$ cat config.mk
export PLATFORM = sky130hd
export DESIGN_NAME = axi_sram_read_slave
export DESIGN_NICKNAME = d
export VERILOG_FILES = /design/src/rtl/axi_pkg.sv /design/src/rtl/axi_burst_addr.sv /design/src/rtl/axi_sram_read_slave.sv
export SDC_FILE = /design/constraint.sdc
export NUM_CORES = 1
export LEC_CHECK = 0
export CAP_MARGIN = 5
export CORE_UTILIZATION = 36
export CTS_CLUSTER_SIZE = 8
export DETAILED_ROUTE_END_ITERATION = 8
export HOLD_SLACK_MARGIN = 0.1
export PLACE_DENSITY = 0.86
export SYNTH_ARGS = -nofsm -noshare
export SYNTH_HDL_FRONTEND = slang
export SYNTH_SLANG_ARGS = --single-unit
$ cat constraint.sdc
create_clock -name ACLK -period 4.95 [get_ports ACLK]
set_input_delay 0.99 -clock ACLK [delete_from_list [all_inputs] [get_ports ACLK]]
set_output_delay 0.99 -clock ACLK [all_outputs]
set_load 0.005 [all_outputs]
$ cat src/rtl/axi_pkg.sv
`default_nettype none
// ============================================================================
// Module      : axi_pkg
// Description : Shared AXI read-path types and constants: burst encoding,
//               response codes, default widths and the read-slave FSM states.
// Revision    : 1.0 - initial release
// ============================================================================
package axi_pkg;

    // Default widths used by the interconnect
    localparam int AXI_IDS_BITS  = 8;   // master index + master ID
    localparam int AXI_ID_BITS   = 4;   // master-local ID
    localparam int AXI_DATA_BITS = 32;

    // ARBURST encoding; 2'b11 is reserved and treated like WRAP (error)
    typedef enum logic [1:0] {
        BURST_FIXED = 2'b00,
        BURST_INCR  = 2'b01,
        BURST_WRAP  = 2'b10
    } burst_e;

    // RRESP encoding
    localparam logic [1:0] RESP_OKAY   = 2'b00;
    localparam logic [1:0] RESP_SLVERR = 2'b10;
    localparam logic [1:0] RESP_DECERR = 2'b11;

    // Read-slave FSM states
    typedef enum logic [1:0] {
        S_IDLE = 2'd0,
        S_ADDR = 2'd1,
        S_DATA = 2'd2
    } rd_state_e;

endpackage
`default_nettype wire

$ cat src/rtl/axi_burst_addr.sv
`default_nettype none
// ============================================================================
// Module      : axi_burst_addr
// Description : Word-address and beat-counter tracker for one read burst.
//               Loaded at the AR handshake, stepped after each non-final beat.
// Revision    : 1.0 - initial release
// ============================================================================
module axi_burst_addr
    import axi_pkg::*;
#(
    parameter int ADDR_W = 14,
    parameter int LEN_W  = 4
) (
    input  logic              clk,
    input  logic              rst,
    input  logic              i_load,
    input  logic [ADDR_W-1:0] i_load_addr,
    input  logic [LEN_W-1:0]  i_load_len,
    input  logic [1:0]        i_load_burst,
    input  logic              i_step,
    output logic [ADDR_W-1:0] o_addr,
    output logic              o_last
);

    logic [ADDR_W-1:0] r_addr_q;
    logic [ADDR_W-1:0] w_addr_d;
    logic [LEN_W-1:0]  r_cnt_q;
    logic [LEN_W-1:0]  w_cnt_d;
    logic [1:0]        r_burst_q;
    logic [1:0]        w_burst_d;
    logic [ADDR_W-1:0] w_next_addr;

    // Next word address: INCR wraps naturally modulo 2^ADDR_W; FIXED and the
    // error bursts keep the address (the SRAM is not accessed for errors).
    always_comb begin
        w_next_addr = r_addr_q;
        if (r_burst_q == BURST_INCR) begin
            w_next_addr = r_addr_q + ADDR_W'(1);
        end
    end

    // Load on handshake, otherwise advance on step
    always_comb begin
        w_addr_d  = r_addr_q;
        w_cnt_d   = r_cnt_q;
        w_burst_d = r_burst_q;
        if (i_load) begin
            w_addr_d  = i_load_addr;
            w_cnt_d   = i_load_len;
            w_burst_d = i_load_burst;
        end else if (i_step) begin
            w_addr_d = w_next_addr;
            w_cnt_d  = r_cnt_q - LEN_W'(1);
        end
    end

    // Address/counter registers
    always_ff @(posedge clk or posedge rst) begin
        if (rst) begin
            r_addr_q  <= '0;
            r_cnt_q   <= '0;
            r_burst_q <= '0;
        end else begin
            r_addr_q  <= w_addr_d;
            r_cnt_q   <= w_cnt_d;
            r_burst_q <= w_burst_d;
        end
    end

    assign o_addr = r_addr_q;
    assign o_last = (r_cnt_q == '0);

endmodule
`default_nettype wire

$ cat src/rtl/axi_sram_read_slave.sv
`default_nettype none
// ============================================================================
// Module      : axi_sram_read_slave
// Description : AXI4 read slave in front of a single-port synchronous SRAM.
//               One burst at a time; each beat costs one SRAM access cycle
//               plus one R-channel cycle.
// Revision    : 1.0 - initial release
// ============================================================================
module axi_sram_read_slave
    import axi_pkg::*;
#(
    parameter int IDS_BITS       = AXI_IDS_BITS,
    parameter int ADDR_BITS      = 32,
    parameter int DATA_BITS      = AXI_DATA_BITS,
    parameter int LEN_BITS       = 4,
    parameter int SRAM_ADDR_BITS = 14
) (
    input  logic                      ACLK,
    input  logic                      ARESET,
    input  logic [IDS_BITS-1:0]       ARID,
    input  logic [ADDR_BITS-1:0]      ARADDR,
    input  logic [LEN_BITS-1:0]       ARLEN,
    input  logic [2:0]                ARSIZE,
    input  logic [1:0]                ARBURST,
    input  logic                      ARVALID,
    output logic                      ARREADY,
    output logic [IDS_BITS-1:0]       RID,
    output logic [DATA_BITS-1:0]      RDATA,
    output logic [1:0]                RRESP,
    output logic                      RLAST,
    output logic                      RVALID,
    input  logic                      RREADY,
    output logic                      SRAM_CS,
    output logic [SRAM_ADDR_BITS-1:0] SRAM_A,
    input  logic [DATA_BITS-1:0]      SRAM_DO
);

    rd_state_e               r_state_q;
    rd_state_e               w_state_d;
    logic [IDS_BITS-1:0]     r_id_q;
    logic [IDS_BITS-1:0]     w_id_d;
    logic                    r_err_q;
    logic                    w_err_d;
    logic                    r_arready_q;
    logic                    w_arready_d;
    logic                    w_load;
    logic                    w_step;
    logic                    w_last;
    logic [SRAM_ADDR_BITS-1:0] w_addr;
    logic                    w_unused;

    // Size is fixed at 4 bytes and the byte offset / high address bits are
    // meaningless for this word-addressed SRAM.
    assign w_unused = ^{ARSIZE, ARADDR[1:0], ARADDR[ADDR_BITS-1:SRAM_ADDR_BITS+2]};

    axi_burst_addr #(
        .ADDR_W (SRAM_ADDR_BITS),
        .LEN_W  (LEN_BITS)
    ) u_burst_addr (
        .clk          (ACLK),
        .rst          (ARESET),
        .i_load       (w_load),
        .i_load_addr  (ARADDR[SRAM_ADDR_BITS+1:2]),
        .i_load_len   (ARLEN),
        .i_load_burst (ARBURST),
        .i_step       (w_step),
        .o_addr       (w_addr),
        .o_last       (w_last)
    );

    // Next-state logic: IDLE accepts, ADDR strobes the SRAM, DATA presents a beat
    always_comb begin
        w_state_d = r_state_q;
        w_load    = 1'b0;
        w_step    = 1'b0;
        case (r_state_q)
            S_IDLE: begin
                if (ARVALID && r_arready_q) begin
                    w_load    = 1'b1;
                    w_state_d = S_ADDR;
                end
            end
            S_ADDR: begin
                w_state_d = S_DATA;
            end
            S_DATA: begin
                if (RREADY) begin
                    if (w_last) begin
                        w_state_d = S_IDLE;
                    end else begin
                        w_step    = 1'b1;
                        w_state_d = S_ADDR;
                    end
                end
            end
            default: begin
                w_state_d = S_IDLE;
            end
        endcase
    end

    // Request attributes captured at the handshake; ARREADY is registered so
    // it stays low through reset and rises one edge after release.
    always_comb begin
        w_id_d      = w_load ? ARID : r_id_q;
        w_err_d     = w_load ? ARBURST[1] : r_err_q;
        w_arready_d = (w_state_d == S_IDLE);
    end

    // State and request registers
    always_ff @(posedge ACLK or posedge ARESET) begin
        if (ARESET) begin
            r_state_q   <= S_IDLE;
            r_id_q      <= '0;
            r_err_q     <= 1'b0;
            r_arready_q <= 1'b0;
        end else begin
            r_state_q   <= w_state_d;
            r_id_q      <= w_id_d;
            r_err_q     <= w_err_d;
            r_arready_q <= w_arready_d;
        end
    end

    // Moore outputs; RDATA relies on the SRAM holding its output while CS is low
    always_comb begin
        ARREADY = r_arready_q;
        RVALID  = (r_state_q == S_DATA);
        RLAST   = RVALID && w_last;
        RID     = r_id_q;
        RDATA   = (RVALID && !r_err_q) ? SRAM_DO : '0;
        RRESP   = (RVALID && r_err_q) ? RESP_SLVERR : RESP_OKAY;
        SRAM_CS = (r_state_q == S_ADDR) && !r_err_q;
        SRAM_A  = w_addr;
    end

endmodule
`default_nettype wire

==> results.cfg <==
[cells_and_area]
drive_gt1_frac = 0.0449
fin_cells = 401
nets = 420
postLayoutCellArea_mm2 = 0.00317
area_growth_pct = 71.8
antennaDiodeCount = 0

[power]
power.leakage_nw = 1.29
power.density_mw_per_mm2 = 448
peakVddDrop_v = 0.000265

[floorplan]
rows = 25
fp.coreArea_mm2 = 0.00482
die_w_um = 73.6
io_pins = 145
start_util = 0.383
die_h_um = 73.6
dieArea_mm2 = 0.00541

[yosys]
synthAdderAreaFrac = 0.0136
yosys_register_bits = 31
synth_warnings = 0
synth.area.mux_share = 0.0115
synth-xor-area-share = 0.0332
synth_fp_nets = 302
syn_area_per_cell_um2 = 8.58
syn_inst = 215
seq_area_frac_synth = 0.421
synth_top_family_by_area = simple AND/OR/NAND/NOR gates
synth.distinct_cells = 38
synth_compound_area_frac = 0.0909
synthSimpleGateAreaFrac = 0.378
syn-cell-area_mm2 = 0.00184

[critical_path]
slowest_stage = or3b_1
arrival_ps = 2140
worstPathRequired_ps = 3960
worstSetupStartpointType = register
cp_slowest_stage_delay_ps = 530
reg2reg_depth = 6
crit_type = reg -> out
crit_cells = 5
end_kind = output pin
r2r_slack_ps = 2870
cp_cell_sequence = inv_1 -> ha_1 -> or3b_1 -> nor2_1 -> clkdlybuf4s50_1
cpLargestDelayFamily = simple AND/OR/NAND/NOR gates
path_max_fanout = 8
cp_num_buf_inv = 2

[cts]
hold_buffers = 0
clk_pin_slew_worst_paths_ps = 60
ctsResizeCount = 0
cts_buffer_depth = 2
clk_latency_ps = 280
cts.sinks = 31
cts_buffers = 5
cts_tree = done
post_cts_buffers = 0
cts_max_level = 2
root_buffer = clkbuf_8

[route]
detail-route-antenna-nets = 0
viasPerCell = 4.93
vias = 1976
wl_per_cell_um = 14.8
drt_iter0_drc = 94
dr.pass1.iters = 4
finalWirelength_mm = 5.94
drc_errors = 0

[timing]
fin_setup_tns_ps = 0
tightestPinTransition_ps = 1090
timing.final.crit_share = 0.632
holdWs_ps = 475
rsz0062_at_grt = false
maxSlewViolCount = 0
min_period_ps = 3130
worst_clock_skew_ps = 8.79
maxSlewHeadroom = 0.273
finalSetupViolCount = 0
fmax_ghz = 0.320
finalHoldViolCount = 0

[global_routing]
antenna_found_initial = 0
grt-ovfl-total = 0
grt_pass1_vias = 2015
grt_max_degree = 33
grt.total_usage = 0.231
grt_pass1_wl_mm = 9.41

[status]
status = completed

[run]
maxCapViolCount = 0

[worst_hold_path]
hold_path_depth = 2
hp-class = reg -> reg

[placed_design]
gp_congestion = 0.807
io_buffers = 122
hpwl_mm = 4.61
dp_cells = 393
dpl_cell_area_mm2 = 0.00309
[worst register-to-register path, cell delays in order, from the launching register on]
cell     delay (ps)
dfrtp_1         380
inv_1            60
ha_1            220
or3b_1          390
nand3_4         190
or4_1           530
a31oi_1         220
[cells by family (layout without fill, tap and decap cells)]
logic type                 count (synthesis)  after routing
AOI/OAI and AO/OA                         28             28
xor gates and xnor gates                   7              7
adders and majority gates                  2              2
buffers and inverters                     17            136
DFF                                       31             31
muxes                                      2              2
other                                      1              1
and+or+nand+nor                          127            127
[area by class of cell]
cell class | instances | area [um^2]
fillers | 428 | 1650
repair buffers | 124 | 1240
multi-input cells | 167 | 976
flip-flops and latches | 31 | 776
well taps | 67 | 83.8
clock buffers | 7 | 76.3
inverters | 4 | 15.0
clock inverters | 1 | 5.00
[state kept, by name, summed over array words and instances (netlist names)]
| signal | cells |
|---|---|
| u_burst_addr.r_burst_q | 1 |
| RID | 8 |
| r_err_q | 1 |
| ARREADY | 1 |
| u_burst_addr.r_cnt_q | 4 |
| r_state_q | 2 |
| u_burst_addr.o_addr | 14 |
[metrics by stage]
step | util | total power [mW] | worst slack [ps]
3_5_place_dp | 0.641 | 1.24 | 1830
6_report | 0.658 | 1.42 | 1820
2_1_floorplan | - | 0.816 | 2740
4_1_cts | 0.658 | 1.44 | 1810
3_3_place_gp | 0.641 | 1.21 | 1830
5_1_grt | 0.658 | 1.54 | 1720
[power breakdown]
group / total [mW] / leakage (nW) / internal, mW / switching, mW
sequential: 0.495 / 0.372 / 0.376 / 0.119
clock: 0.190 / 0.0422 / 0.0985 / 0.0917
combinational: 0.736 / 0.872 / 0.433 / 0.303
[routing by layer]
layer  global-route usage  vias up  wire [um]
met5                    0        -          0
met4               0.0534        0         42
met3                0.119        8        710
met2                0.399       88       3010
met1                0.252      919       2180
li1                     -      961          -
[worst paths after layout]
check                                         from                      end
min                                         RID[3]                   RID[3]
min reg2reg                                 RID[3]                   RID[3]
max in group asynchronous                   ARESET                  ARREADY
max                        u_burst_addr.r_cnt_q[0]                    RLAST
max reg2reg                u_burst_addr.r_cnt_q[0]  u_burst_addr.o_addr[12]
min in group asynchronous                   ARESET   u_burst_addr.o_addr[7]
[synthesized netlist by cell type, drive strengths merged]
master	number	area (um^2)
xor2	6	52.6
ha	2	25.0
nor2	15	56.3
conb	1	3.75
and3	2	12.5
clkbuf	10	47.5
nand3	9	70.1
nor3	1	5.00
nand2	43	164
and2	33	206
nor3b	1	7.51
buf	3	30.0
or3b	1	8.76
or3	2	13.8
dfrtp	31	776
mux2	1	11.3
o21ai	12	60.1
and4	2	17.5
a31oi	8	50.1
or2b	2	16.3
inv	4	15.0
and3b	1	8.76
o31ai	6	45.0
a21oi	1	5.00
and2b	1	8.76
nand4	5	31.3
mux2i	1	10.0
nand3b	1	7.51
o211ai	1	7.51
or4	7	52.6
xnor2	1	8.76
and4b	1	10.0
[placed cells by master, fill, tap and decap left out, types with 2 or more instances in the layout]
cell type,n
clkdlybuf4s50_1,122
nand2_1,42
and2_1,33
dfrtp_1,31
nor2_1,15
o21ai_0,12
a31oi_1,8
nand3_1,7
or4_1,7
xor2_1,6
o31ai_1,6
nand4_1,5
clkbuf_8,5
inv_1,4
and3_1,2
nand3_4,2
and4_1,2
ha_1,2
clkbuf_1,2
buf_4,2
Power figures use the tool's default switching activity.
